## src/rtl/dmem_access_ctrl.sv

```systemverilog
// Data-memory access sequencer: turns datapath load/store strobes into a handshaked bus
// transaction, stalls the pipeline until it completes, and flags misalignment or timeout.
module dmem_access_ctrl #(
  parameter int TIMEOUT = 255,
  parameter int TO_W    = 8
) (
  input  logic        clk,
  input  logic        reset,
  input  logic        mem_read,
  input  logic        mem_write,
  input  logic [2:0]  funct3,
  input  logic [31:0] addr,
  input  logic [31:0] wdata,
  output logic        stall,
  output logic [31:0] rdata,
  output logic        err,
  output logic        bus_req,
  output logic        bus_we,
  output logic [31:0] bus_addr,
  output logic [31:0] bus_wdata,
  output logic [3:0]  bus_be,
  input  logic        bus_gnt,
  input  logic        bus_rvalid,
  input  logic [31:0] bus_rdata
);

  typedef enum logic [1:0] {
    S_IDLE = 2'd0,
    S_REQ  = 2'd1,
    S_RESP = 2'd2,
    S_DONE = 2'd3
  } state_t;

  state_t            r_state;
  state_t            w_state_nx;
  logic              r_we;
  logic [31:0]       r_addr;
  logic [31:0]       r_wdata;
  logic [3:0]        r_be;
  logic [1:0]        r_off;
  logic              r_err;
  logic [31:0]       r_rdata;
  logic [TO_W-1:0]   r_cnt;

  logic              w_access;
  logic [1:0]        w_size;
  logic              w_mis;
  logic [3:0]        w_be;
  logic [31:0]       w_wdata_sh;
  logic [31:0]       w_rdata_sh;
  logic              w_to_hit;
  logic              w_cap_rd;
  logic              w_to;
  logic              w_unused;

  assign w_access   = mem_read | mem_write;
  assign w_size     = funct3[1:0];
  assign w_unused   = funct3[2];
  assign w_mis      = ((w_size == 2'b01) && addr[0]) ||
                      (w_size[1] && (addr[1:0] != 2'b00));
  assign w_wdata_sh = wdata << {addr[1:0], 3'b000};
  assign w_rdata_sh = bus_rdata >> {r_off, 3'b000};
  // Counter holds the number of REQ/RESP cycles already spent before this one.
  assign w_to_hit   = (r_cnt == TO_W'(TIMEOUT - 1));

  always_comb begin
    w_be = 4'b1111;
    case (w_size)
      2'b00:   w_be = 4'b0001 << addr[1:0];
      2'b01:   w_be = 4'b0011 << {addr[1], 1'b0};
      default: w_be = 4'b1111;
    endcase
  end

  always_comb begin
    w_state_nx = r_state;
    w_cap_rd   = 1'b0;
    w_to       = 1'b0;
    case (r_state)
      S_IDLE: begin
        if (w_access) w_state_nx = w_mis ? S_DONE : S_REQ;
      end
      S_REQ: begin
        if (bus_gnt && r_we) begin
          w_state_nx = S_DONE;
        end else if (bus_gnt && bus_rvalid) begin
          w_cap_rd   = 1'b1;
          w_state_nx = S_DONE;
        end else if (w_to_hit) begin
          w_to       = 1'b1;
          w_state_nx = S_DONE;
        end else if (bus_gnt) begin
          w_state_nx = S_RESP;
        end
      end
      S_RESP: begin
        if (bus_rvalid) begin
          w_cap_rd   = 1'b1;
          w_state_nx = S_DONE;
        end else if (w_to_hit) begin
          w_to       = 1'b1;
          w_state_nx = S_DONE;
        end
      end
      S_DONE:  w_state_nx = S_IDLE;
      default: w_state_nx = S_IDLE;
    endcase
  end

  always_ff @(posedge clk or negedge reset) begin
    if (!reset) r_state <= S_IDLE;
    else        r_state <= w_state_nx;
  end

  always_ff @(posedge clk or negedge reset) begin
    if (!reset) begin
      r_we    <= 1'b0;
      r_addr  <= 32'd0;
      r_wdata <= 32'd0;
      r_be    <= 4'd0;
      r_off   <= 2'd0;
      r_err   <= 1'b0;
      r_rdata <= 32'd0;
      r_cnt   <= '0;
    end else begin
      case (r_state)
        S_IDLE: begin
          if (w_access) begin
            r_we    <= mem_write;
            r_addr  <= {addr[31:2], 2'b00};
            r_wdata <= w_wdata_sh;
            r_be    <= w_be;
            r_off   <= addr[1:0];
            r_err   <= w_mis;
            r_rdata <= 32'd0;
            r_cnt   <= '0;
          end
        end
        S_REQ, S_RESP: begin
          r_cnt <= r_cnt + TO_W'(1);
          if (w_cap_rd) r_rdata <= w_rdata_sh;
          if (w_to) begin
            r_err   <= 1'b1;
            r_rdata <= 32'd0;
          end
        end
        S_DONE:  r_err <= 1'b0;
        default: r_err <= 1'b0;
      endcase
    end
  end

  assign stall     = ((r_state == S_IDLE) && w_access) ||
                     (r_state == S_REQ) || (r_state == S_RESP);
  assign bus_req   = (r_state == S_REQ);
  assign bus_we    = r_we;
  assign bus_addr  = r_addr;
  assign bus_wdata = r_wdata;
  assign bus_be    = r_be;
  assign rdata     = (r_state == S_DONE) ? r_rdata : 32'd0;
  assign err       = (r_state == S_DONE) && r_err;

endmodule

```

## config.mk

```make
export PLATFORM = sky130hd
export DESIGN_NAME = dmem_access_ctrl
export DESIGN_NICKNAME = d
export VERILOG_FILES = /design/src/rtl/dmem_access_ctrl.sv
export SDC_FILE = /design/constraint.sdc
export NUM_CORES = 1
export LEC_CHECK = 0
export CAP_MARGIN = 20
export CORE_MARGIN = 4
export CORE_UTILIZATION = 40
export DETAILED_ROUTE_END_ITERATION = 10
export GPL_TIMING_DRIVEN = 0
export PLACE_DENSITY = 0.85
export SETUP_SLACK_MARGIN = 0.15
export SYNTH_ARGS = -nofsm -noshare
export SYNTH_HDL_FRONTEND = slang
export SYNTH_SLANG_ARGS = --single-unit
```

## constraint.sdc

```tcl
create_clock -name clk -period 2 [get_ports clk]
set_input_delay 0.4 -clock clk [delete_from_list [all_inputs] [get_ports clk]]
set_output_delay 0.4 -clock clk [all_outputs]
set_load 0.05 [all_outputs]
```

# After elaboration in Yosys (flattened, before gate mapping)
# Index checks and enable logic that the tools add are counted.
# op_classes
shift,4
bitwise_logic,1
mux,29
add_sub_neg,1
reduce_logical,19
eq_ne,10
# ops
cell,n
2-to-1 mux 32 bit,4
one-hot mux 32 bit (2 select lines),1
left shift 32 x 5 -> 32 bit,1
>> shifter 32 x 5 -> 32 bit,1
2-to-1 mux 2 bit,8
one-hot mux 8 bit (2 select lines),1
2-to-1 mux 1 bit,9
"adder 8 x 1 -> 8 bit, second input constant",1
"equality test 8 bit, second input constant",1
2-to-1 mux 8 bit,1
one-hot mux 2 bit (4 select lines),1
one-hot mux 4 bit (2 select lines),1
logical AND 1 bit,6
"!= test 3 bit, second input constant",2
AND reduction 2 bit,3
AND reduction 3 bit,2
"!= test 5 x 1 -> 1 bit, second input constant",1
"equality test 2 x 1 -> 1 bit, second input constant",2
"equality test 2 bit, second input constant",2
logical NOT 2 bit,2
"!= test 2 bit, second input constant",2
one-hot mux 1 bit (2 select lines),2
nonzero test 2 bit,2
"left shift 1 x 2 -> 4 bit, first input constant",1
other kinds (5),7
# word_totals
output_inout_bits,104
inputBits,105
wordCells,73
ff_bits,112

# Longest topological paths before layout
# logic_depth
word_depth,7
ltp_mapped,8
depth_no_buf,7

# Worst setup path before layout
# OpenSTA, ideal clock, no wires.
# synth_timing
path_kind,flip-flop to flip-flop
startpoint,reg r_state[1]
endpoint,reg r_rdata[16]
t_required_ns,1.925
setup_ns,0.075
synth_period_minus_slack_ns,2.293
path_stages_with_launch,9
arrival_time_ns,2.218
path_slack_ns,-0.293
path_buffers,1
cell_sequence,dfrtp_1 > inv_1 > ha_1 > and3b_1 > o21ai_2 > or3_4 > or2_1 > buf_6 > o2bb2ai_2
# synth_between
elab_chain_len,4
elab_cells_between_ends,12
classes_between,4 x eq/ne; 4 x mux; 4 x reduce/logical
# synth_rtl
item,line_no,text
from (decl),34,state_t r_state;
from (signal assigned),112,else r_state <= w_state_nx;
equality test 2 x 1 -> 1 bit (*),-,
named net bus_req,17,"output logic bus_req,"
one-hot mux 1 bit (2 select lines) or OR reduction 2 bit (tied branches),"79, 126",
!= test 3 bit (no source line) (tied with other cells),-,
AND reduction 3 bit (no source line) or one-hot mux 32 bit (2 select lines) (tied branches),-,
to (signal assigned),141,if (w_cap_rd) r_rdata <= w_rdata_sh;
to (decl),42,logic [31:0] r_rdata;
# Mark *: on every way through the listed nets, which the timed path passes. The rest lies on a longest branch.
# A chain may end at the register's enable or synchronous reset.

# Worst setup path in the final report
# layout_timing
startpoint,reg r_state[1]
endpoint,reg r_rdata[18]
# layout_between
elab_chain_len,4
elab_cells_between_ends,12
classes_between,4 x eq/ne; 4 x mux; 4 x reduce/logical
# layout_rtl
item,line_no
equality test 2 bit or equality test 2 x 1 -> 1 bit (tied branches),"79, 126"
one-hot mux 1 bit (2 select lines) or OR reduction 2 bit (tied branches),"79, 126"
!= test 3 bit (no source line) (tied with other cells),-
AND reduction 3 bit (no source line) or one-hot mux 32 bit (2 select lines) (tied branches),-
# Parallel ways exist; a longest one is shown, timed or not.

==> key figures <==
GRT
  • Gr usage total: 0.231
  • Initial antenna violation count: 0
  • Grt met3 use: 0.0771
  • GR Util met1: 0.269
  • M2 GR Usage: 0.399
  • Overflow after GRT: 0
  • Global-route wire length before repair: 29200 µm
  • Most crowded layer after global routing: met2
  • Largest net degree at the start of global routing: 69
  • Vias in the first global route: 5409

STA
  • Final hold violation count: 0
  • Setup ws final: -0.0639 ns
  • Fin crit share: 1.03
  • Final max-slew violation count: 0
  • Tmin final: just over 2 ns
  • F_max: 485 MHz
  • WHS: 0.0510 ns
  • Max-Slew Margin vs Limit: 0.599
  • RSZ-0062 raised after global routing: true
  • Clk_skew: between 0.006 and 0.007 ns
  • Setup violations, final: 29
  • Worst slew pin tran: 0.602 ns

CTS
  • Clock root buffer: clkbuf_16
  • CTS tree: done
  • Clk buf depth: 2
  • Clk_lat worst skew: 0.35 ns
  • TritonCTS Buffers: 9
  • Hold buffer count at cts: 0
  • Clock edge transition at the registers on the reported setup and hold paths: roughly 0.07 ns
  • Clock sinks: about 110
  • Htree depth: 3

Placement
  • Hpwl dp: about 13000 µm
  • Routability congestion estimate: ~0.9
  • Port Buf Inserts: 205
  • Placed Instances: 910

Layout
  • Non-Filler Instances: between 900 and 1000
  • Area Overhead vs Synth: 59.0%
  • Share of layout cells above drive strength 1: 0.245
  • Ant diodes: 0
  • Nets: 877

Worst setup path
  • Worst path required time: ~2.3 ns
  • Critical Path AT: 2.34 ns
  • Worst Setup End Kind: flop
  • Register-to-register setup slack: -0.06 ns
  • Worst Path Max Fanout: 8
  • Worst setup SP type: flop
  • Worst Setup Path Type: reg -> reg

Floorplanning
  • Chip height: 127 µm
  • Die width: about 130 µm
  • Initial Util: 0.408
  • Core area: about 14000 µm²
  • Ports: 209
  • FP Rows: between 40 and 50
  • DIE AREA: 16100 µm²

Synthesis
  • Top FF cell, synth: dfrtp_1
  • Synth area leaders: dfrtp_1, mux2_1, mux2i_1
  • Top cell type by total area after synthesis: dfrtp_1
  • Number of flops mapped to enable cells by yosys: 0
  • Synth cell types: 48
  • Syn Std Cell Area: 5650 µm²
  • Post-Syn Instances: 523
  • Synth top area share: 0.496
  • Warning count from the yosys run: 0
  • Async SR Flop Fraction: 1.00
  • Register area share after synthesis: 0.496
  • #FFs+latches synth: around 110
  • Top cells by count, synth: dfrtp_1, nand2_1, and2_1
  • Most common cell in the synthesized netlist: dfrtp_1
  • Syn Area/Cell: between 10 and 15 µm²

Detailed routing
  • Routed WL: about 19000 µm
  • Post-route DRC violation count: 0
  • Wirelength per Cell: 20.0 µm
  • Via/cell ratio: 5.40
  • Starting DRT DRC Count: 394
  • Routed Antenna Nets: 0
  • Drt pass-1 iters: 5
  • Vias after detailed routing: just over 5000

Min path
  • Hold Path Class: in -> async

Status
  • Run status: complete, but fails checks
  • Violated checks: setup timing

Pwr
  • Flop pwr share: 0.257
  • Comb pwr share: 0.625
  • Pwr per Cell Area: 1720 nW/µm²
  • Lkg Pwr: 4.07 nW
  • Internal: 0.00788 W
  • Worst VDD drop: 0.00113 V
  • Sw frac: 0.488
  • Clock group share of total power: 0.118
  • Switching component of the power: 0.00751 W

Job
  • Max-cap violations: 0
-- layout by cell type (no fill, tap or decap), types with 10 or more instances in the layout --
master / count
a211oi_1: 16
a21oi_1: 30
a22o_1: 24
and2_4: 33
buf_2: 10
buf_4: 16
buf_6: 12
buf_8: 40
clkbuf_1: 10
clkdlybuf4s50_1: 102
dfrtp_1: 109
dlygate4sd2_1: 67
mux2_1: 30
mux2i_1: 32
nand2_1: 53
nor2_1: 23
nor2b_1: 18
o21ai_0: 30
-- final cells by class --
class | instances | area [µm²]
fillers | 1065 | 4850
multi-input cells | 370 | 2920
flip-flops and latches | 112 | 2810
repair buffers | 230 | 2420
plain buffers | 37 | 277
clock buffers | 11 | 243
well taps | 180 | 225
clock inverters | 5 | 56.3
inverters | 5 | 23.8
-- power groups by stage --
stage	logic, W	clock network [W]	registers (W)
floorplan	0.00341	0	0.00610
global placement	0.00834	0	0.00386
detailed placement	0.00844	0	0.00392
CTS	0.00926	0.00185	0.00391
global route	0.0101	0.00196	0.00408
finish	0.00962	0.00182	0.00395
-- registers in the layout, indices dropped and copies added (netlist names) --
| name | cells |
|---|---|
| bus_wdata | 32 |
| r_rdata | 32 |
| bus_addr | 30 |
| r_cnt | 8 |
| bus_be | 4 |
| r_off | 2 |
| r_state | 2 |
| bus_we | 1 |
| r_err | 1 |
-- worst max-delay path: stages, from the launching register on --
cell       delay, ns
dfrtp_2         0.48
inv_4           0.12
ha_4            0.16
and3b_2         0.22
o21ai_4         0.07
or3_4           0.36
or2_4           0.28
buf_12          0.16
o2bb2ai_4       0.14
-- worst paths after layout --
path | start | end | depth (start not counted)
setup / recovery | r_state[1]$_DFFE_PN0P_ | r_rdata[18]$_DFFE_PN0P_ | 8
hold / removal | reset | bus_addr[17]$_DFFE_PN0P_ | 1
setup reg to reg | r_state[1]$_DFFE_PN0P_ | r_rdata[18]$_DFFE_PN0P_ | 8
hold reg to reg | bus_wdata[15]$_DFFE_PN0P_ | bus_wdata[15]$_DFFE_PN0P_ | 2
max in group asynchronous | reset | r_cnt[0]$_DFFE_PN0P_ | 2
min in group clk | bus_wdata[15]$_DFFE_PN0P_ | bus_wdata[15]$_DFFE_PN0P_ | 2
-- per-layer routing --
metal / up-vias / wire, µm
met5: - / 0
met4: 0 / 484
met1: 2517 / 7350
met3: 38 / 1710
met2: 256 / 9450
li1: 2323 / -
-- through the flow --
| step | util | instance area, µm² | total power, W | setup TNS, ns | setup slack (ns) |
|---|---|---|---|---|---|
| finish | 0.649 | 8970 | 0.0154 | -0.624 | -0.0639 |
| global route | 0.649 | 8970 | 0.0161 | -3.08 | -0.105 |
| CTS | 0.641 | 8860 | 0.0150 | -0.0290 | -0.0173 |
| detailed placement | 0.577 | 7970 | 0.0124 | -32.18 | -0.814 |
| global placement | 0.575 | 7950 | 0.0122 | -451.23 | -3.77 |
| floorplan | - | 5670 | 0.00950 | 0 | 0.0866 |
-- logic make-up (layout without fill, tap and decap cells) --
logic type / after synthesis / after routing / share of synthesized area
other: 1 / 2 / 0.000664
xor gates and xnor gates: 6 / 6 / 0.00931
and+or+nand+nor: 154 / 154 / 0.143
muxes: 71 / 71 / 0.135
DFF: 112 / 112 / 0.496
AOI/OAI and AO/OA: 130 / 130 / 0.161
adders and majority gates: 7 / 7 / 0.0155
buffers and inverters: 42 / 288 / 0.0394
-- repair_timing --
item                       in CTS  in global routing
gates resized for setup       429                 30
gates cloned                    5                  0
buffers inserted               17                  2
pin swaps                      37                  4
setup endpoints to repair     193                 93
Note: power is estimated with default switching activity, not from simulation.
